--- src/rtl/mem_arb_pkg.sv ---
// Shared types and constants for the fetch/data memory arbiter.
package mem_arb_pkg;

    localparam int unsigned CNT_W       = 4;
    localparam int unsigned MEM_LAT_MIN = 1;
    localparam int unsigned MEM_LAT_MAX = 15;

    localparam logic REQ_I = 1'b0;
    localparam logic REQ_D = 1'b1;

    typedef enum logic [1:0] {
        IDLE   = 2'd0,
        I_BUSY = 2'd1,
        D_BUSY = 2'd2,
        DONE   = 2'd3
    } arb_state_t;

    function automatic logic lat_ok(input int unsigned lat);
        return (lat >= MEM_LAT_MIN) && (lat <= MEM_LAT_MAX);
    endfunction

endpackage

--- src/rtl/mem_lat_counter.sv ---
// Loadable down-counter that tracks the remaining memory latency of one access.
module mem_lat_counter
    import mem_arb_pkg::*;
(
    input  logic             clk,
    input  logic             rst_n,
    input  logic             load,
    input  logic             en,
    input  logic [CNT_W-1:0] load_val,
    output logic             is_one
);

    logic [CNT_W-1:0] count;

    // Saturates at zero so an idle counter never wraps.
    always_ff @(posedge clk) begin
        if (!rst_n) begin
            count <= '0;
        end else if (load) begin
            count <= load_val;
        end else if (en && (count != '0)) begin
            count <= count - CNT_W'(1);
        end
    end

    assign is_one = (count == CNT_W'(1));

endmodule

--- src/rtl/mem_arbiter.sv ---
// Arbitrates a single-ported fixed-latency memory between fetch and the memory stage,
// one access at a time, with done pulses, stall lines and a sticky protocol checker.
module mem_arbiter
    import mem_arb_pkg::*;
#(
    parameter int unsigned ADDR_W  = 16,
    parameter int unsigned DATA_W  = 16,
    parameter int unsigned MEM_LAT = 4
) (
    input  logic              clk,
    input  logic              rst_n,
    input  logic              i_req,
    input  logic [ADDR_W-1:0] i_addr,
    input  logic              i_cancel,
    output logic              i_done,
    output logic [DATA_W-1:0] i_rdata,
    output logic              i_stall,
    input  logic              d_req,
    input  logic              d_wr,
    input  logic [ADDR_W-1:0] d_addr,
    input  logic [DATA_W-1:0] d_wdata,
    output logic              d_done,
    output logic [DATA_W-1:0] d_rdata,
    output logic              d_stall,
    output logic              mem_en,
    output logic              mem_wr,
    output logic [ADDR_W-1:0] mem_addr,
    output logic [DATA_W-1:0] mem_wdata,
    input  logic [DATA_W-1:0] mem_rdata,
    output logic              err
);

    if (!lat_ok(MEM_LAT)) begin : g_bad_lat
        $error("mem_arbiter: MEM_LAT must be within 1..15");
    end

    arb_state_t        state;
    logic              grant_id;
    logic [ADDR_W-1:0] lat_addr;
    logic [DATA_W-1:0] lat_wdata;
    logic              lat_wr;
    logic              drop;

    logic grant_d_c;
    logic grant_i_c;
    logic busy_c;
    logic cnt_is_one;
    logic i_keep_c;
    logic err_c;

    // Data side wins: its instruction is older than the one being fetched.
    assign grant_d_c = (state == IDLE) && d_req;
    assign grant_i_c = (state == IDLE) && !d_req && i_req && !i_cancel;
    assign busy_c    = (state == I_BUSY) || (state == D_BUSY);
    assign i_keep_c  = !drop && !i_cancel;

    always_comb begin
        err_c = 1'b0;
        if ((state == I_BUSY) && i_keep_c) begin
            err_c = !i_req || (i_addr != lat_addr);
        end else if (state == D_BUSY) begin
            err_c = !d_req || (d_addr != lat_addr) || (d_wr != lat_wr)
                  || (lat_wr && (d_wdata != lat_wdata));
        end
    end

    assign i_stall = i_req & ~i_done;
    assign d_stall = d_req & ~d_done;

    mem_lat_counter u_lat_counter (
        .clk      (clk),
        .rst_n    (rst_n),
        .load     (grant_d_c | grant_i_c),
        .en       (busy_c),
        .load_val (CNT_W'(MEM_LAT)),
        .is_one   (cnt_is_one)
    );

    always_ff @(posedge clk) begin
        if (!rst_n) begin
            state     <= IDLE;
            grant_id  <= REQ_I;
            lat_addr  <= '0;
            lat_wdata <= '0;
            lat_wr    <= 1'b0;
            drop      <= 1'b0;
            mem_en    <= 1'b0;
            mem_wr    <= 1'b0;
            mem_addr  <= '0;
            mem_wdata <= '0;
            i_done    <= 1'b0;
            i_rdata   <= '0;
            d_done    <= 1'b0;
            d_rdata   <= '0;
            err       <= 1'b0;
        end else begin
            mem_en    <= 1'b0;
            mem_wr    <= 1'b0;
            mem_addr  <= '0;
            mem_wdata <= '0;
            i_done    <= 1'b0;
            d_done    <= 1'b0;
            if (err_c) begin
                err <= 1'b1;
            end
            unique case (state)
                IDLE: begin
                    if (grant_d_c) begin
                        grant_id  <= REQ_D;
                        lat_addr  <= d_addr;
                        lat_wdata <= d_wdata;
                        lat_wr    <= d_wr;
                        mem_en    <= 1'b1;
                        mem_wr    <= d_wr;
                        mem_addr  <= d_addr;
                        mem_wdata <= d_wdata;
                        state     <= D_BUSY;
                    end else if (grant_i_c) begin
                        grant_id  <= REQ_I;
                        lat_addr  <= i_addr;
                        lat_wdata <= '0;
                        lat_wr    <= 1'b0;
                        mem_en    <= 1'b1;
                        mem_addr  <= i_addr;
                        state     <= I_BUSY;
                    end
                end
                I_BUSY, D_BUSY: begin
                    if ((state == I_BUSY) && i_cancel) begin
                        drop <= 1'b1;
                    end
                    // Last latency cycle: mem_rdata is valid now.
                    if (cnt_is_one) begin
                        state <= DONE;
                        if (grant_id == REQ_I) begin
                            if (i_keep_c) begin
                                i_rdata <= mem_rdata;
                                i_done  <= 1'b1;
                            end
                        end else begin
                            if (!lat_wr) begin
                                d_rdata <= mem_rdata;
                            end
                            d_done <= 1'b1;
                        end
                    end
                end
                DONE: begin
                    drop  <= 1'b0;
                    state <= IDLE;
                end
                default: state <= IDLE;
            endcase
        end
    end

endmodule
--- config.mk ---
export PLATFORM = sky130hd
export DESIGN_NAME = mem_arbiter
export DESIGN_NICKNAME = d
export VERILOG_FILES = /design/src/rtl/mem_arb_pkg.sv /design/src/rtl/mem_lat_counter.sv /design/src/rtl/mem_arbiter.sv
export SDC_FILE = /design/constraint.sdc
export NUM_CORES = 1
export LEC_CHECK = 0
export ABC_AREA = 1
export BUFFER_PORTS_ARGS = -buffer_cell sky130_fd_sc_hd__buf_2
export CAP_MARGIN = 0
export CELL_PAD_IN_SITES_DETAIL_PLACEMENT = 0
export CELL_PAD_IN_SITES_GLOBAL_PLACEMENT = 2
export CORE_MARGIN = 2
export CORE_UTILIZATION = 27
export DETAILED_ROUTE_END_ITERATION = 7
export PLACE_DENSITY = 0.9
export SKIP_LAST_GASP = 1
export SLEW_MARGIN = 15
export SYNTH_ARGS = -nofsm -noshare
export SYNTH_HDL_FRONTEND = slang
export SYNTH_SLANG_ARGS = --single-unit
--- constraint.sdc ---
create_clock -name clk -period 2.4 [get_ports clk]
set_clock_uncertainty 0.2 [all_clocks]
set_input_delay 0.48 -clock clk [delete_from_list [all_inputs] [get_ports clk]]
set_output_delay 0.48 -clock clk [all_outputs]
set_load 0.005 [all_outputs]
---- Word-level counts from Yosys, hierarchy flattened ----
Cells that the tools add are included.
storage, ports and cells
  bits in registers ....................... 110
  input bits .............................. 70
  output and inout port bits .............. 71
  logic and storage cells ................. 96
operators by class
  add/subtract/negate cells ............... 1
  equality and inequality tests ........... 11
  muxes and demuxes ....................... 23
  bitwise logic cells ..................... 10
  reductions and logical operators ........ 34
operators by type and width
  cell                 number
  $mux 16              6
  $ne 16x16->1         3
  $mux 1               10
  $logic_and 1x1->1    9
  $reduce_and 2->1     4
  $reduce_and 4->1     2
  $not 1->1            7
  $mux 2               3
  $mux 3               2
  $pmux 2 s3           1
  $reduce_and 3->1     2
  $reduce_bool 2->1    3
  $logic_or 1x1->1     5
  $eq 2x2->1 const B   2
  $eq 4x1->1 const B   1
  $logic_not 1->1      4
  $ne 2x2->1 const B   2
  $reduce_bool 4->1    1
  $reduce_or 2->1      2
  $reduce_or 4->1      1
  $sub 4x1->4 const B  1
  $ne 3x3->1 const B   1
  $and 1x1->1          2
  $eq 2x1->1 const B   1
  other kinds (4)      4

---- Depth between registers and ports, before layout ----
Gate-level depths: netlist of run 1.
  depth in word-level cells ............... 7
  depth in mapped cells ................... 11
  depth with buffers taken out ............ 11

---- Modules after synthesis ----
From an unflattened synthesis of run 1, not the netlist that was laid out.
second synthesis, totals
  cell total of the unflattened synthesis .. 625
  area total of the unflattened synthesis .. 4673.2 um^2
modules (own cells, without submodules)
  module           instances  cells each  area each (um^2)
  mem_arbiter      1          584         4376.7
  mem_lat_counter  1          41          296.5

---- Worst setup path after synthesis of run 1 ----
No wires, ideal clock.
  path kind ............................... register -> register
  from .................................... register state[0]
  to ...................................... register d_rdata[10]
  arrival ................................. 1.585 ns
  data required time ...................... 2.087 ns
  slack ................................... 0.502 ns
  cell stages (with the launch flop) ...... 11
  buffers on the path ..................... 1
  period minus slack after synthesis ...... 1.898 ns
  cell sequence ........................... dfxtp_1 > inv_1 > ha_1 > inv_2 > nor2_2 > inv_2 > nor3_4 > inv_2 > buf_4 > nor2_1 > nor2_1
on the way
  longest elaborated chain between the ends .. 3
  elaborated cells between the ends (all ways) .. 4
  those cells by class .................... 2 x eq/ne; 2 x reduce/logical
ends and longest elaborated chain
  item                                             RTL line            text
  from (decl)                                      mem_arbiter.sv:37   arb_state_t state;
  from (signal assigned)                           mem_arbiter.sv:81   state <= IDLE;
  from (signal assigned)                           mem_arbiter.sv:117  state <= D_BUSY;
  from (signal assigned)                           mem_arbiter.sv:125  state <= I_BUSY;
  $eq 2x1->1 / $eq 2x2->1 (equally long branches)  mem_arbiter.sv:106  unique case (state)
  $reduce_or 2->1 *                                mem_arbiter.sv:106
  $reduce_and 4->1 (no source line) *              --
  to (signal assigned)                             mem_arbiter.sv:142  d_rdata <= mem_rdata;
  to (decl)                                        mem_arbiter.sv:23   output logic [DATA_W-1:0] d_rdata,
Every way passes the cells marked *; elsewhere a longest branch is shown, timed or not.
A chain may end at the register's enable or synchronous reset.

---- Worst setup path in the final report of run 1 ----
  from .................................... register state[0]
  to ...................................... register lat_wdata[12]
on the way
  longest elaborated chain between the ends .. 6
  elaborated cells between the ends (all ways) .. 8
  those cells by class .................... 1 x mux; 7 x reduce/logical
ends and longest elaborated chain
  item                                RTL line                                                  text
  $logic_not 2->1 *                   mem_arbiter.sv:52, mem_arbiter.sv:53, mem_arbiter.sv:106
  $logic_and 1x1->1 (3 in series)     mem_arbiter.sv:53                                         assign grant_i_c = (state == IDLE) && !d_req && i_req && !i_cancel;
  $reduce_bool 2->1 (no source line)  --
  $reduce_and 2->1 (no source line)   --
  to (signal assigned)                mem_arbiter.sv:111                                        lat_wdata <= d_wdata;
  to (decl)                           mem_arbiter.sv:40                                         logic [DATA_W-1:0] lat_wdata;
Marks and branches as above.

==> reports/metrics.csv, run 1 <==
metric,value,unit
synth_top_cell_by_area,dfxtp_1,
maxCapViolCount,0,
power_per_cell_area,835,mW/mm^2
layout_common_cells,"buf_2 (140), nor2_1 (127), nand2_1 (122)",
synth_top_area_share,48.7,%
dieArea,0.0178,mm^2
ff2ff_path_depth,8,
row_count,47,
coreArea,0.0165,mm^2
cts_buffers,9,
clk_pin_slew,0.07,ns
synth_area_per_cell,7.33,um^2
crit_required,2.43,ns
routed_wl,12400,um
drive_above_1_share,23.6,%
clk_latency,0.36,ns
cts_sinks,110,
ys_seq_area_share,48.7,%
slew_viol_final,0,
r2r-start,state[0]$_SDFFE_PN0P_,
antenna_found_initial,0,
relSlewSlack,75.6,%
hp-class,in -> reg,
ios,141,
rsz0062_at_grt,false,
die_x,133,um
tns,0,ns
fin_nets,840,
synthCells,617,
drt_iter0_drc,162,
dp_hpwl,9260,um
grt_max_degree,35,
vias,4141,
wl_per_cell,12.6,um
gp_congestion,0.749,
end_kind,flip-flop,
ys_warn_count,0,
p_leak,2.89,nW
postCtsHoldBufs,0,
synth_cell_types,31,
grt_pass1_wl,19500,um
htreeDepth,3,
drt_first_pass_iters,4,
track_usage,13.9,%
ant_nets,0,
worst_setup_path_start_kind,flip-flop,
synth_area_leaders,"dfxtp_1 (49%), nor2_1 (11%), nand2_1 (10%)",
hold-worst-slack,0.172,ns
status,"finished, final reports clean",
finalCritPeriodShare,82.9,%
ir_worst_vdd,353,uV
netlist_area,0.00452,mm^2
insertedDiodeCount,0,
final_cells,987,
max_freq,0.503,GHz
start_util,27.5,%
ys_ff_latch,110,
synthToLayoutAreaGrowth,29.0,%
post_cts_buffers,0,
syn-num-nets,695,
finalHoldViolCount,0,
grt_pass1_vias,3904,
setup_viol,0,
worstMarginPinSlew,0.367,ns
period_needed,1.99,ns
gr-total-overflow,0,
fp.dieH,133,um
worstSetupEndpoint,lat_wdata[12]$_SDFFE_PN0P_,
cts_resized,0,
critPathMaxFanout,34,
path_class,reg -> reg,
critPathLaunch,state[0]$_SDFFE_PN0P_,
r2r_end,lat_wdata[12]$_SDFFE_PN0P_,
viasPerCell,4.20,
layout_commonest_cell,buf_2,
cts-root-buf,clkbuf_16,
cts_tree,done,
io_buffers,140,
place_inst,971,
drc,0,
cp_data_arrival_time,2.02,ns
r2r_slack,0.41,ns
clockBufferDepth,2,
## through the flow
stage	cell area [um^2]	setup slack (ns)	util, %	power [mW]
final	5830	0.411	35.4	4.87
after global routing	5830	0.221	35.4	5.22
after floorplan	4520	0.502	-	2.96
after CTS	5830	0.392	35.4	4.95
after detailed placement	5540	0.408	33.6	3.41
after global placement	5540	0.473	33.6	3.40
## area by class of cell
type,instances,area (um^2)
Fill cell,1877,10600
Inverter,89,334
Sequential cell,110,2200
Clock inverter,7,73.8
Timing Repair Buffer,154,831
Multi-Input combinational cell,398,1890
Tap cell,220,275
Clock buffer,9,225
## layer usage
metal	vias to the layer above	share of wire [%]	GRT usage, %
li1	2232	-	-
met1	1826	46	17.7
met2	76	48	23.1
met3	7	4.6	2.97
met4	0	0.89	5.50
met5	-	0	0
## how the worst min path moves through the flow
stage,cells after the start,endpoint,slack [ns],startpoint
floorplan,2,lat_addr[2]$_SDFFE_PN0P_,0.26,lat_addr[2]$_SDFFE_PN0P_
global placement,2,i_rdata[0]$_SDFFE_PN0P_,0.26,i_rdata[0]$_SDFFE_PN0P_
detailed placement,2,i_rdata[14]$_SDFFE_PN0P_,0.26,i_rdata[14]$_SDFFE_PN0P_
CTS,3,d_rdata[0]$_SDFFE_PN0P_,0.16,mem_rdata[0]
global route,3,d_rdata[4]$_SDFFE_PN0P_,0.17,mem_rdata[4]
finish,3,d_rdata[6]$_SDFFE_PN0P_,0.17,mem_rdata[6]
## cell usage after synthesis (all sizes together)
library cell / n
nand2: 122
xnor2: 7
a22oi: 16
clkinv: 1
inv: 88
nor4: 1
clkbuf: 11
xor2: 3
a31o: 1
nor3: 4
ha: 8
nor2: 128
nand3b: 2
a31oi: 2
o21ai: 41
or2: 1
buf: 9
a21oi: 24
o22ai: 20
o211ai: 1
nand4: 5
nand3: 10
o31ai: 1
dfxtp: 110
nor3b: 1
## critical path, stage by stage (launching register included)
cell and delay [ns]:
dfxtp_1 0.39, inv_1 0.10, ha_1 0.25, nand2_1 0.12
clkinv_1 0.08, buf_4 0.17, nand2_1 0.08, buf_4 0.34
o22ai_1 0.13
## flip-flops by register name (all words and copies together) (netlist names), 2 cells and up
| signal | cells |
|---|---|
| state | 2 |
| mem_addr | 16 |
| d_rdata | 16 |
| i_rdata | 16 |
| lat_wdata | 16 |
| u_lat_counter.count | 4 |
| mem_wdata | 16 |
| lat_addr | 16 |
## cells by family (layout without fill, tap and decap cells)
logic type / Yosys count / count (layout) / share of synthesized area (%)
xor gates and xnor gates: 10 / 10 / 1.94
DFF: 110 / 110 / 48.7
AOI/OAI and AO/OA: 106 / 106 / 13.4
and+or+nand+nor: 274 / 274 / 24.3
adders and majority gates: 8 / 8 / 2.21
buffers and inverters: 109 / 259 / 9.46
## report_power, final
part | internal (mW) | switching (mW) | leakage (nW) | total (mW)
sequential | 2.04 | 0.126 | 0.896 | 2.17
combinational | 0.472 | 0.706 | 1.85 | 1.18
clock | 0.814 | 0.710 | 0.146 | 1.52
(Power assumes the default switching activity.)
==> run 2, diff against run 1 <==
==> constraint.sdc (replaced) <==
create_clock -name clk -period 1.9 [get_ports clk]
set_clock_uncertainty 0.2 [all_clocks]
set_input_delay 0.38 -clock clk [delete_from_list [all_inputs] [get_ports clk]]
set_output_delay 0.38 -clock clk [all_outputs]
set_load 0.005 [all_outputs]
==> reports/metrics.csv, run 2 (synthesis results as in run 1) <==
metric,value,unit
path_cells,inv_2 > ha_4 > inv_2 > nor2_4 > inv_2 > nor3_4 > buf_12 > buf_6 > o21ai_0 > nor2_1,
maxCapViolCount,0,
worst_setup_path_start_kind,flip-flop,
insertedDiodeCount,0,
routed_wl,12600,um
drive_above_1_share,24.9,%
path_buf_inv,5,
setup_viol,0,
die_x,133,um
antenna_found_initial,0,
finalHoldViolCount,0,
drt_first_pass_iters,6,
finalCritPeriodShare,93.4,%
hold-worst-slack,0.0729,ns
worstMarginPinSlew,0.269,ns
p_leak,2.90,nW
row_count,47,
grt_pass1_wl,20100,um
dp_hpwl,9220,um
critical-path-top-delay-family,buffers and inverters,
end_kind,flip-flop,
viasPerCell,4.26,
relSlewSlack,82.0,%
fin_nets,844,
cts_tree,done,
cp_slowest_stage_delay,0.35,ns
htreeDepth,3,
layout_commonest_cell,buf_2,
cp_data_arrival_time,1.86,ns
crit_required,1.98,ns
io_buffers,140,
drt_iter0_drc,211,
ir_worst_vdd,426,uV
clk_pin_slew,0.08,ns
postCtsHoldBufs,0,
clk_latency,0.35,ns
rsz0062_at_grt,true,
cp_common_cell,inv_2,
vias,4225,
dieArea,0.0178,mm^2
period_needed,1.77,ns
power_per_cell_area,1030,mW/mm^2
cts-root-buf,clkbuf_16,
wl_per_cell,12.7,um
cts_buffers,9,
ios,141,
coreArea,0.0165,mm^2
layout_common_cells,"buf_2 (140), nor2_1 (126), nand2_1 (121)",
clockBufferDepth,2,
path_class,reg -> reg,
fp.dieH,133,um
gp_congestion,0.756,
grt_pass1_vias,3949,
design_area,0.00592,mm^2
drc,0,
critPathMaxFanout,7,
track_usage,14.2,%
ant_nets,0,
grt_max_degree,36,
status,"finished, final reports clean",
synthToLayoutAreaGrowth,31.0,%
cts_sinks,110,
critPathSlowestCell,dfxtp_1,
start_util,27.5,%
gr-total-overflow,0,
max_freq,0.564,GHz
slew_viol_final,0,
postPlaceCellArea,0.00556,mm^2
hp-class,in -> reg,
==> run 2: repair_timing <==
action | CTS | global route
hold endpoints to repair | 0 | 0
endpoints found under the setup margin | 0 | 28
setup buffers | 0 | 1
gates resized for setup | 0 | 17
==> run 2: worst paths after layout <==
kind	from	end	slack [ns]	cells after the start
min	mem_rdata[15]	d_rdata[15]$_SDFFE_PN0P_	0.07	3
max reg2reg	state[0]$_SDFFE_PN0P_	d_rdata[4]$_SDFFE_PN0P_	0.13	10
max	state[0]$_SDFFE_PN0P_	d_rdata[4]$_SDFFE_PN0P_	0.13	10
min reg2reg	lat_wdata[0]$_SDFFE_PN0P_	lat_wdata[0]$_SDFFE_PN0P_	0.29	2
==> run 2: worst min-delay path, cell delays in order <==
cell    delay, ns
buf_2        0.10
nor2_1       0.05
nor2_1       0.06
==> run 2: cell type report <==
class	instances	area (um^2)
tap	220	275
fill	1818	10500
clock inverter	6	48.8
clock buffer	10	229
inverter	89	339
timing repair inverter	1	6.26
sequential	110	2200
timing repair buffer	157	886
multi-input combinational	398	1940
==> run 2: per-layer routing <==
layer | global-route usage [%] | share of wire, % | vias to the layer above
met2 | 24.1 | 49 | 97
met4 | 4.96 | 1.5 | 0
met1 | 17.5 | 44 | 1862
met3 | 3.69 | 5.0 | 16
li1 | - | - | 2250
met5 | 0 | 0 | -
==> run 2: stage by stage <==
step	cells	setup TNS [ns]	util (%)	setup slack [ns]	total power, mW
final	991	0	36.0	0.126	6.12
after global routing	991	-0.00795	36.0	-0.00795	6.55
after floorplan	617	0	-	0.00152	3.74
after CTS	989	0	35.5	0.0868	6.15
after global placement	973	0	33.8	0.132	4.32
after detailed placement	973	0	33.8	0.0977	4.32
==> run 2: power by group <==
part | total, mW | internal, mW | switching [mW] | leakage [nW]
logic | 1.59 | 0.657 | 0.932 | 1.88
clock network | 1.79 | 0.898 | 0.896 | 0.125
registers | 2.74 | 2.58 | 0.161 | 0.896
total | 6.12 | 4.14 | 1.99 | 2.90
